[src/rtl/fetch_stage.sv]
// Instruction fetch front end: sequential PC, one outstanding imem read, small instruction FIFO.
// Optional FETCH_BYPASS_EN forwards a response straight to the outputs when the FIFO is empty.
module fetch_stage #(
    parameter logic [31:0] RESET_PC = 32'h1eceb000,
    parameter int          DEPTH    = 4
) (
    input  logic        clk,
    input  logic        rst,
    input  logic        redirect_valid,
    input  logic [31:0] redirect_pc,
    input  logic        stall_inst,
    output logic [31:0] imem_addr,
    output logic [3:0]  imem_rmask,
    input  logic [31:0] imem_rdata,
    input  logic        imem_resp,
    output logic        out_valid,
    output logic [31:0] out_inst,
    output logic [31:0] out_pc_curr,
    output logic [31:0] out_pc_next
);

    localparam int PTR_W = $clog2(DEPTH);
    localparam int CNT_W = PTR_W + 1;

    typedef enum logic [1:0] {
        IDLE,
        WAIT,
        DROP
    } state_t;

    state_t             state_reg, state_next;
    logic [31:0]        pc_reg, pc_next;
    logic [PTR_W-1:0]   head_reg, head_next;
    logic [PTR_W-1:0]   tail_reg, tail_next;
    logic [CNT_W-1:0]   count_reg, count_next;
    logic               fresh_reg;

    logic [31:0]        inst_mem [DEPTH];
    logic [31:0]        pc_mem   [DEPTH];

    logic [31:0]        pc_inc;
    logic               resp_ok;
    logic               fifo_empty;
    logic               deq;
    logic               fifo_deq;
    logic               enq;
    logic               space;
    logic               issue;

    assign pc_inc     = pc_reg + 32'd4;
    assign fifo_empty = (count_reg == '0);
    // A response is only accepted while genuinely outstanding and not squashed this cycle.
    assign resp_ok    = (state_reg == WAIT) && imem_resp && !redirect_valid;

`ifdef FETCH_BYPASS_EN
    logic bypass_hit;
    assign bypass_hit  = resp_ok && fifo_empty;
    assign out_valid   = !fifo_empty || bypass_hit;
    assign out_inst    = bypass_hit ? imem_rdata : inst_mem[head_reg];
    assign out_pc_curr = bypass_hit ? pc_reg     : pc_mem[head_reg];
    // A bypassed word that decode takes is never written into the FIFO.
    assign enq         = resp_ok && !(bypass_hit && !stall_inst);
`else
    assign out_valid   = !fifo_empty;
    assign out_inst    = inst_mem[head_reg];
    assign out_pc_curr = pc_mem[head_reg];
    assign enq         = resp_ok;
`endif

    assign out_pc_next = out_pc_curr + 32'd4;
    assign deq         = out_valid && !stall_inst && !redirect_valid;
    assign fifo_deq    = deq && !fifo_empty;

    always_comb begin
        count_next = count_reg;
        head_next  = head_reg;
        tail_next  = tail_reg;
        if (enq && !fifo_deq) begin
            count_next = count_reg + CNT_W'(1);
        end else if (!enq && fifo_deq) begin
            count_next = count_reg - CNT_W'(1);
        end
        if (enq) begin
            tail_next = tail_reg + PTR_W'(1);
        end
        if (fifo_deq) begin
            head_next = head_reg + PTR_W'(1);
        end
        if (redirect_valid) begin
            count_next = '0;
            head_next  = '0;
            tail_next  = '0;
        end
    end

    // Space is judged against the post-update occupancy so a same-cycle dequeue frees a slot.
    assign space = (count_next < CNT_W'(DEPTH));

    assign issue = rst && !redirect_valid && space &&
                   ((state_reg == IDLE) || ((state_reg == WAIT) && imem_resp));

    assign imem_rmask = issue ? 4'hF : 4'h0;
    assign imem_addr  = resp_ok ? pc_inc : pc_reg;

    always_comb begin
        pc_next = pc_reg;
        if (redirect_valid) begin
            pc_next = redirect_pc;
        end else if (resp_ok) begin
            pc_next = pc_inc;
        end
    end

    always_comb begin
        state_next = state_reg;
        case (state_reg)
            IDLE: begin
                if (issue) begin
                    state_next = WAIT;
                end
            end
            WAIT: begin
                if (redirect_valid) begin
                    state_next = imem_resp ? IDLE : DROP;
                end else if (imem_resp) begin
                    state_next = issue ? WAIT : IDLE;
                end
            end
            DROP: begin
                if (imem_resp) begin
                    state_next = IDLE;
                end
            end
            default: state_next = IDLE;
        endcase
    end

    always_ff @(posedge clk) begin
        if (!rst) begin
            state_reg <= IDLE;
            pc_reg    <= RESET_PC;
            head_reg  <= '0;
            tail_reg  <= '0;
            count_reg <= '0;
            fresh_reg <= 1'b1;
        end else begin
            state_reg <= state_next;
            pc_reg    <= pc_next;
            head_reg  <= head_next;
            tail_reg  <= tail_next;
            count_reg <= count_next;
            fresh_reg <= 1'b0;
        end
    end

    // Storage carries no reset; validity is tracked entirely by count_reg.
    always_ff @(posedge clk) begin
        if (enq) begin
            inst_mem[tail_reg] <= imem_rdata;
            pc_mem[tail_reg]   <= pc_reg;
        end
    end

    // A response in IDLE is illegal, except a stray one left over from before a reset.
    resp_in_idle: assert property (@(posedge clk) disable iff (!rst)
        !(imem_resp && (state_reg == IDLE) && !fresh_reg));

endmodule

[config.mk]
export PLATFORM = sky130hd
export DESIGN_NAME = fetch_stage
export DESIGN_NICKNAME = d
export VERILOG_FILES = /design/src/rtl/fetch_stage.sv
export SDC_FILE = /design/constraint.sdc
export NUM_CORES = 1
export LEC_CHECK = 0
export CAP_MARGIN = 10
export CORE_MARGIN = 4
export CORE_UTILIZATION = 48
export DETAILED_ROUTE_END_ITERATION = 8
export PLACE_DENSITY = 0.82
export RECOVER_POWER = 50
export SETUP_SLACK_MARGIN = 0.1
export SYNTH_ARGS = -nofsm -noshare
export SYNTH_HDL_FRONTEND = slang
export SYNTH_SLANG_ARGS = --single-unit
[constraint.sdc]
create_clock -name clk -period 2.8 [get_ports clk]
set_clock_uncertainty 0.1 [all_clocks]
set_input_delay 0.56 -clock clk [delete_from_list [all_inputs] [get_ports clk]]
set_output_delay 0.56 -clock clk [all_outputs]
set_load 0.02 [all_outputs]
# Yosys cells after proc, flatten, opt, wreduce, memory -nomap -nowiden
# Memories as Yosys holds them, arrays and structs flattened. A register that Yosys moved wholly into a read port is not among the register bits.
# Cells that the tools add are included.
# word_totals
reg_bits,41
mem_bits_rw,256
in_bits,69
output_inout_bits,133
memories,2
# classes
n_addsub,6
order_cmp,1
eq_ne,5
mux,19
bitwise_logic,1
n_reduce_logical,20
# mem_list
name,words,width,rd,rd_clocked_by_memory_dff,wr,line,text
inst_mem,4,32,1,1,1,38,logic [31:0] inst_mem [DEPTH];
pc_mem,4,32,1,1,1,39,logic [31:0] pc_mem [DEPTH];
# op_table
op,count
$add 32x3->32 const B,2
$mux 32,2
$mux 2,9
$logic_and 1x1->1,10
$mux 3,3
$pmux 2 s3,1
$logic_not 1->1,5
$add 2x1->2 const B,2
$mux 4,1
$ne 2x2->1 const B,2
$add 3x1->3 const B,1
$logic_not 3->1,1
$lt 3x3->1 const B,1
$mux 1,3
$ne 3x3->1 const B,1
$reduce_and 3->1,1
$sub 3x1->3 const B,1
$eq 2x1->1 const B,1
$eq 2x2->1 const B,1
$logic_not 2->1,1
$reduce_or 2->1,1
$logic_or 1x1->1,1
$not 1->1,1

# Logic depth before layout (Yosys ltp)
# depth
ltp_word,16
depth_mapped,12

# Least setup slack after synthesis
# No wires, ideal clock.
# synth_timing
path_type,reg-to-output
startpoint,reg count_reg[0]
endpoint,out imem_rmask[0]
arrival_ns,2.630
t_required_ns,2.140
slack_ns,-0.490
path_stages_with_launch,12
path_cell_list,dfxtp_1 -> inv_1 -> ha_1 -> nand2b_1 -> nor3b_1 -> inv_1 -> ha_1 -> o21ai_0 -> xnor2_1 -> nor2_1 -> nor4_1 -> buf_4
# synth_between
elab_chain_len,13
elab_cells_between_ends,17
# synth_rtl
element,line,text
from (decl),35,"logic [CNT_W-1:0] count_reg, count_next;"
from (signal assigned),151,count_reg <= count_next;
$logic_not 3->1 *,51,assign fifo_empty = (count_reg == '0);
$logic_not 1->1 *,64,assign out_valid = !fifo_empty;
via out_valid,16,"output logic out_valid,"
$logic_and 1x1->1 (2 in series),71,assign deq = out_valid && !stall_inst && !redirect_valid;
$logic_and 1x1->1 *,72,assign fifo_deq = deq && !fifo_empty;
via fifo_deq,45,logic fifo_deq;
$logic_and 1x1->1 or $logic_not 1->1 (tied branches),"80, 78",
$mux 3 or $logic_and 1x1->1 (tied branches),"80, 78",
$mux 3 *,78,if (enq && !fifo_deq) begin
$mux 3 *,89,if (redirect_valid) begin
$lt 3x3->1 *,97,assign space = (count_next < CNT_W'(DEPTH));
$logic_and 1x1->1 * (2 in series),99,assign issue = rst && !redirect_valid && space &&
via issue,48,logic issue;
$mux 4 *,102,assign imem_rmask = issue ? 4'hF : 4'h0;
to (decl),13,"output logic [3:0] imem_rmask,"
# Mark *: on every way through the listed nets, which the timed path passes. The rest lies on a longest branch.

# Worst setup path after layout
# layout_timing
startpoint,reg count_reg[0]
endpoint,out imem_rmask[2]
# layout_between
elab_chain_len,13
elab_cells_between_ends,17
# layout_rtl
element,line
$logic_not 3->1 *,51
$logic_not 1->1 *,"64, 72"
$logic_and 1x1->1 (2 in series),71
$logic_and 1x1->1 *,72
via fifo_deq,45
$logic_and 1x1->1 or $logic_not 1->1 (tied branches),"80, 78"
$mux 3 or $logic_and 1x1->1 (tied branches),"80, 78"
$mux 3 *,78
$mux 3 *,89
$lt 3x3->1 *,97
$logic_and 1x1->1 * (2 in series),99
$mux 4 *,102
# Marked as above.

==> summary.md <==
| Metric | Value |
|---|---|
| CTS max path bufs | 3 |
| HP Start | pc_reg[1] |
| Net Sw Frac | 0.2171 |
| Post-route clock period utilization | 1.264 |
| Syn Area/Cell | about 17 sq um |
| Final Net Count | around 1200 |
| Die width | approximately 170 microns |
| NetSw | between 0.0015 and 0.002 W |
| R2R Setup Slk | approximately 0.15 ns |
| Clock Sink Count | about 300 |
| Synth warn | 0 |
| PortBufs | approximately 200 |
| Sequential area share after synthesis | 0.6935 |
| RSZ-0062 raised after global routing | yes |
| Vias in the first global route | 8606 |
| Min-Delay Path Class | reg -> reg |
| Post-synth EDFFs | between 200 and 300 |
| Routed vias | ~8200 |
| Critical path required time | 2.14 ns |
| Post-layout util | 0.7193 |
| Synth unique cells | 48 |
| Final std cells w/o fill | roughly 1500 |
| Clock Tree Root | clkbuf_16 |
| Tmin final | about 3.5 ns |
| Routed WL per cell | between 20 and 25 microns |
| FP Rows | 58 |
| Pre-CTS setup slack | -1.049 ns |
| Total CTS buffers | 29 |
| DRT Pass-1 Iters | 7 |
| Worst hold path depth | 0 |
| Worst slew margin | 0.2446 |
| Routed wire length | around 33000 microns |
| Sequential fraction of design power | 0.535 |
| Clock network latency to the later pin of the worst-skew pair | about 0.54 ns |
| Comb power frac | 0.076 |
| Total track usage | 0.2215 |
| CP Launch Type | flop |
| Actual slew at the worst max-slew pin | about 1.1 ns |
| Layout area overhead | 47.37% |
| CORE AREA | approximately 25000 sq um |
| Worst-path fanout max | 4 |
| Placed insts | around 1400 |
| Critical path arrival | 2.88 ns |
| Largest net degree at the start of global routing | 36 |
| DR vias/cell | 5.578 |
| Pleak | between 6 and 7 nW |
| R2R Path Start | state_reg[1] |
| Max-cap violations | 0 |
| Seq cells post-synth | ~300 |
| Setup TNS | -23.37 ns |
| Post-Syn Instances | ~720 |
| Status | finished, violations left |
| Number of diodes | 0 |
| Reg2reg path depth | 5 |
| Synth top area cells | edfxtp_1 (62%), mux4_2 (12%), dfxtp_1 (7.0%) |
| Post-Syn Area | around 12000 sq um |
| Initial antenna violation count | 0 |
| Syn nets | 796 |
| First-pass GRT wire length | approximately 50000 microns |
| Initial DRC Count | around 670 |
| Final Max Slew Viols | 0 |
| Starting density of the core | 0.4881 |
| Reg-to-reg critical path endpoint | pc_mem[1][21] |
| Die footprint | 28310 sq um |
| Critical path class | reg -> out |
| Top-level I/O count | roughly 200 |
| Commonest register cell after synthesis | edfxtp_1 |
| Most frequent cells in the layout | edfxtp_1 (256), buf_4 (133), buf_6 (114), mux4_2 (64) |
| Dpl hpwl | approximately 20000 microns |
| Setup violations, final | 85 |
| Commonest non-fill, non-tap cell in the layout | edfxtp_1 |
| Share of the synthesized area in the top cell type | 0.6236 |
| PwrDens | ~510 nW/um^2 |
| CTS clk-pin slew, worst paths | around 0.060 ns |
| Share of post-route cells with drive strength above 1 | 0.4690 |
| Clock network power share | 0.389 |
| Min setup slack post-route | -0.7383 ns |
| TritonCTS clock tree | yes |
| GRT overflow | 0 |
| Leading area contributor after synthesis | edfxtp_1 |
| Worst vdd ir | around 330 uV |
| P_int | 0.007203 W |
| Hold Path End | pc_mem[0][1] |
| Final Hold Fails | 0 |
| Max Fclk | about 0.28 GHz |
| H-Tree Depth | 1 |
| CP Capture Type | output port |
| Final Wtd Congestion | roughly 0.80 |
| Violated checks | negative setup slack |
| Post-route ant nets | 0 |
| Post-synthesis async set-or-reset flop share | 0 |
| WHS | ~0.44 ns |
| DRC Markers | 0 |
| Die Ht | 168.3 microns |
worst max-delay path, cell delays in order, from the launching register on:
cell,delay (ns)
dfxtp_2,0.35
inv_2,0.05
ha_4,0.16
nand2b_4,0.06
nor3b_4,0.26
ha_2,0.26
nand2_2,0.05
o21ai_2,0.21
xnor2_2,0.19
nor2_2,0.08
nor4_2,0.34
buf_4,0.20
buf_6,0.12
layout make-up:
| type | instances | area (sq um) |
|---|---|---|
| clock buffers | 41 | 800.8 |
| flip-flops and latches | 299 | 8558 |
| repair buffers | 410 | 3765 |
| clock inverters | 13 | 71.32 |
| multi-input cells | 363 | 4484 |
| inverters | 19 | 73.82 |
| well taps | 330 | 412.9 |
| fillers | 1574 | 7088 |
through the flow:
| stage | instance area (sq um) | total power, W |
|---|---|---|
| 2_1_floorplan | 12670 | 0.005284 |
| 3_3_place_gp | 16060 | 0.005644 |
| 3_5_place_dp | 16060 | 0.005660 |
| 4_1_cts | 17680 | 0.009222 |
| 5_1_grt | 18170 | 0.009488 |
| 6_report | 18170 | 0.009201 |
power by group through the flow:
stage	Sequential [W]	Combinational (W)	Clock, W
after CTS	0.00491	0.000674	0.00363
final	0.00492	0.000702	0.00358
after detailed placement	0.00501	0.000653	0
after floorplan	0.00503	0.000257	0
after global routing	0.00492	0.000742	0.00382
after global placement	0.00500	0.000640	0
worst max-delay path by stage:
stage,start,depth (start not counted),to
floorplan,count_reg[0],12,imem_rmask[0]
global placement,redirect_valid,11,imem_rmask[3]
detailed placement,redirect_valid,11,imem_rmask[2]
CTS,flop,11,out_pc_next[18]
global route,count_reg[0],12,imem_rmask[1]
finish,count_reg[0],12,imem_rmask[2]
metal layers:
layer | up-vias | routed length, microns | global-route usage | share of wire
li1 | 3606 | - | - | -
met1 | 4221 | 13150 | 0.2946 | 0.39
met2 | 340 | 17260 | 0.3856 | 0.52
met3 | 61 | 2222 | 0.04132 | 0.067
met4 | 0 | 759 | 0.04587 | 0.023
met5 | - | 0 | 0 | 0
timing repair:
| action | 4_1_cts | 5_1_grt |
|---|---|---|
| gates resized for setup | 724 | 146 |
| cloned | 3 | 0 |
| hold buffers | 0 | 0 |
| pin swaps | 51 | 52 |
| setup buffers | 35 | 28 |
| setup endpoints to repair | 130 | 124 |
Yosys cell counts (2+ instances only):
master    instances
xnor2_1          33
and2_1            8
inv_1            18
buf_4            11
and3_1            6
clkbuf_1         12
a21oi_1           2
and4_1            5
nor3_1           13
mux2i_1           2
nor3b_1           2
o21ai_0           9
o21ba_2           6
o211a_1           5
mux4_2           64
dfxtp_1          43
a211oi_1          6
nand3_1          21
buf_6             5
nor2_1           23
buf_2             5
nand4_2           2
nand2b_1          6
edfxtp_1        256
nor2b_1           5
nand2_1          51
xor2_1           28
o22a_1            6
a21boi_0          7
nand4_4           2
nor4_1           16
nand4_1          12
ha_1             11
logic make-up after synthesis:
kind of cell | Yosys count | share of synthesized area
mux | 66 | 0.1186
compound gates | 46 | 0.02954
fa+ha+maj | 11 | 0.01117
flops | 299 | 0.6935
buf+inv | 54 | 0.02446
simple gates | 179 | 0.07948
xor+xnor | 61 | 0.04334
No activity file was read; power rests on OpenSTA's default activity.
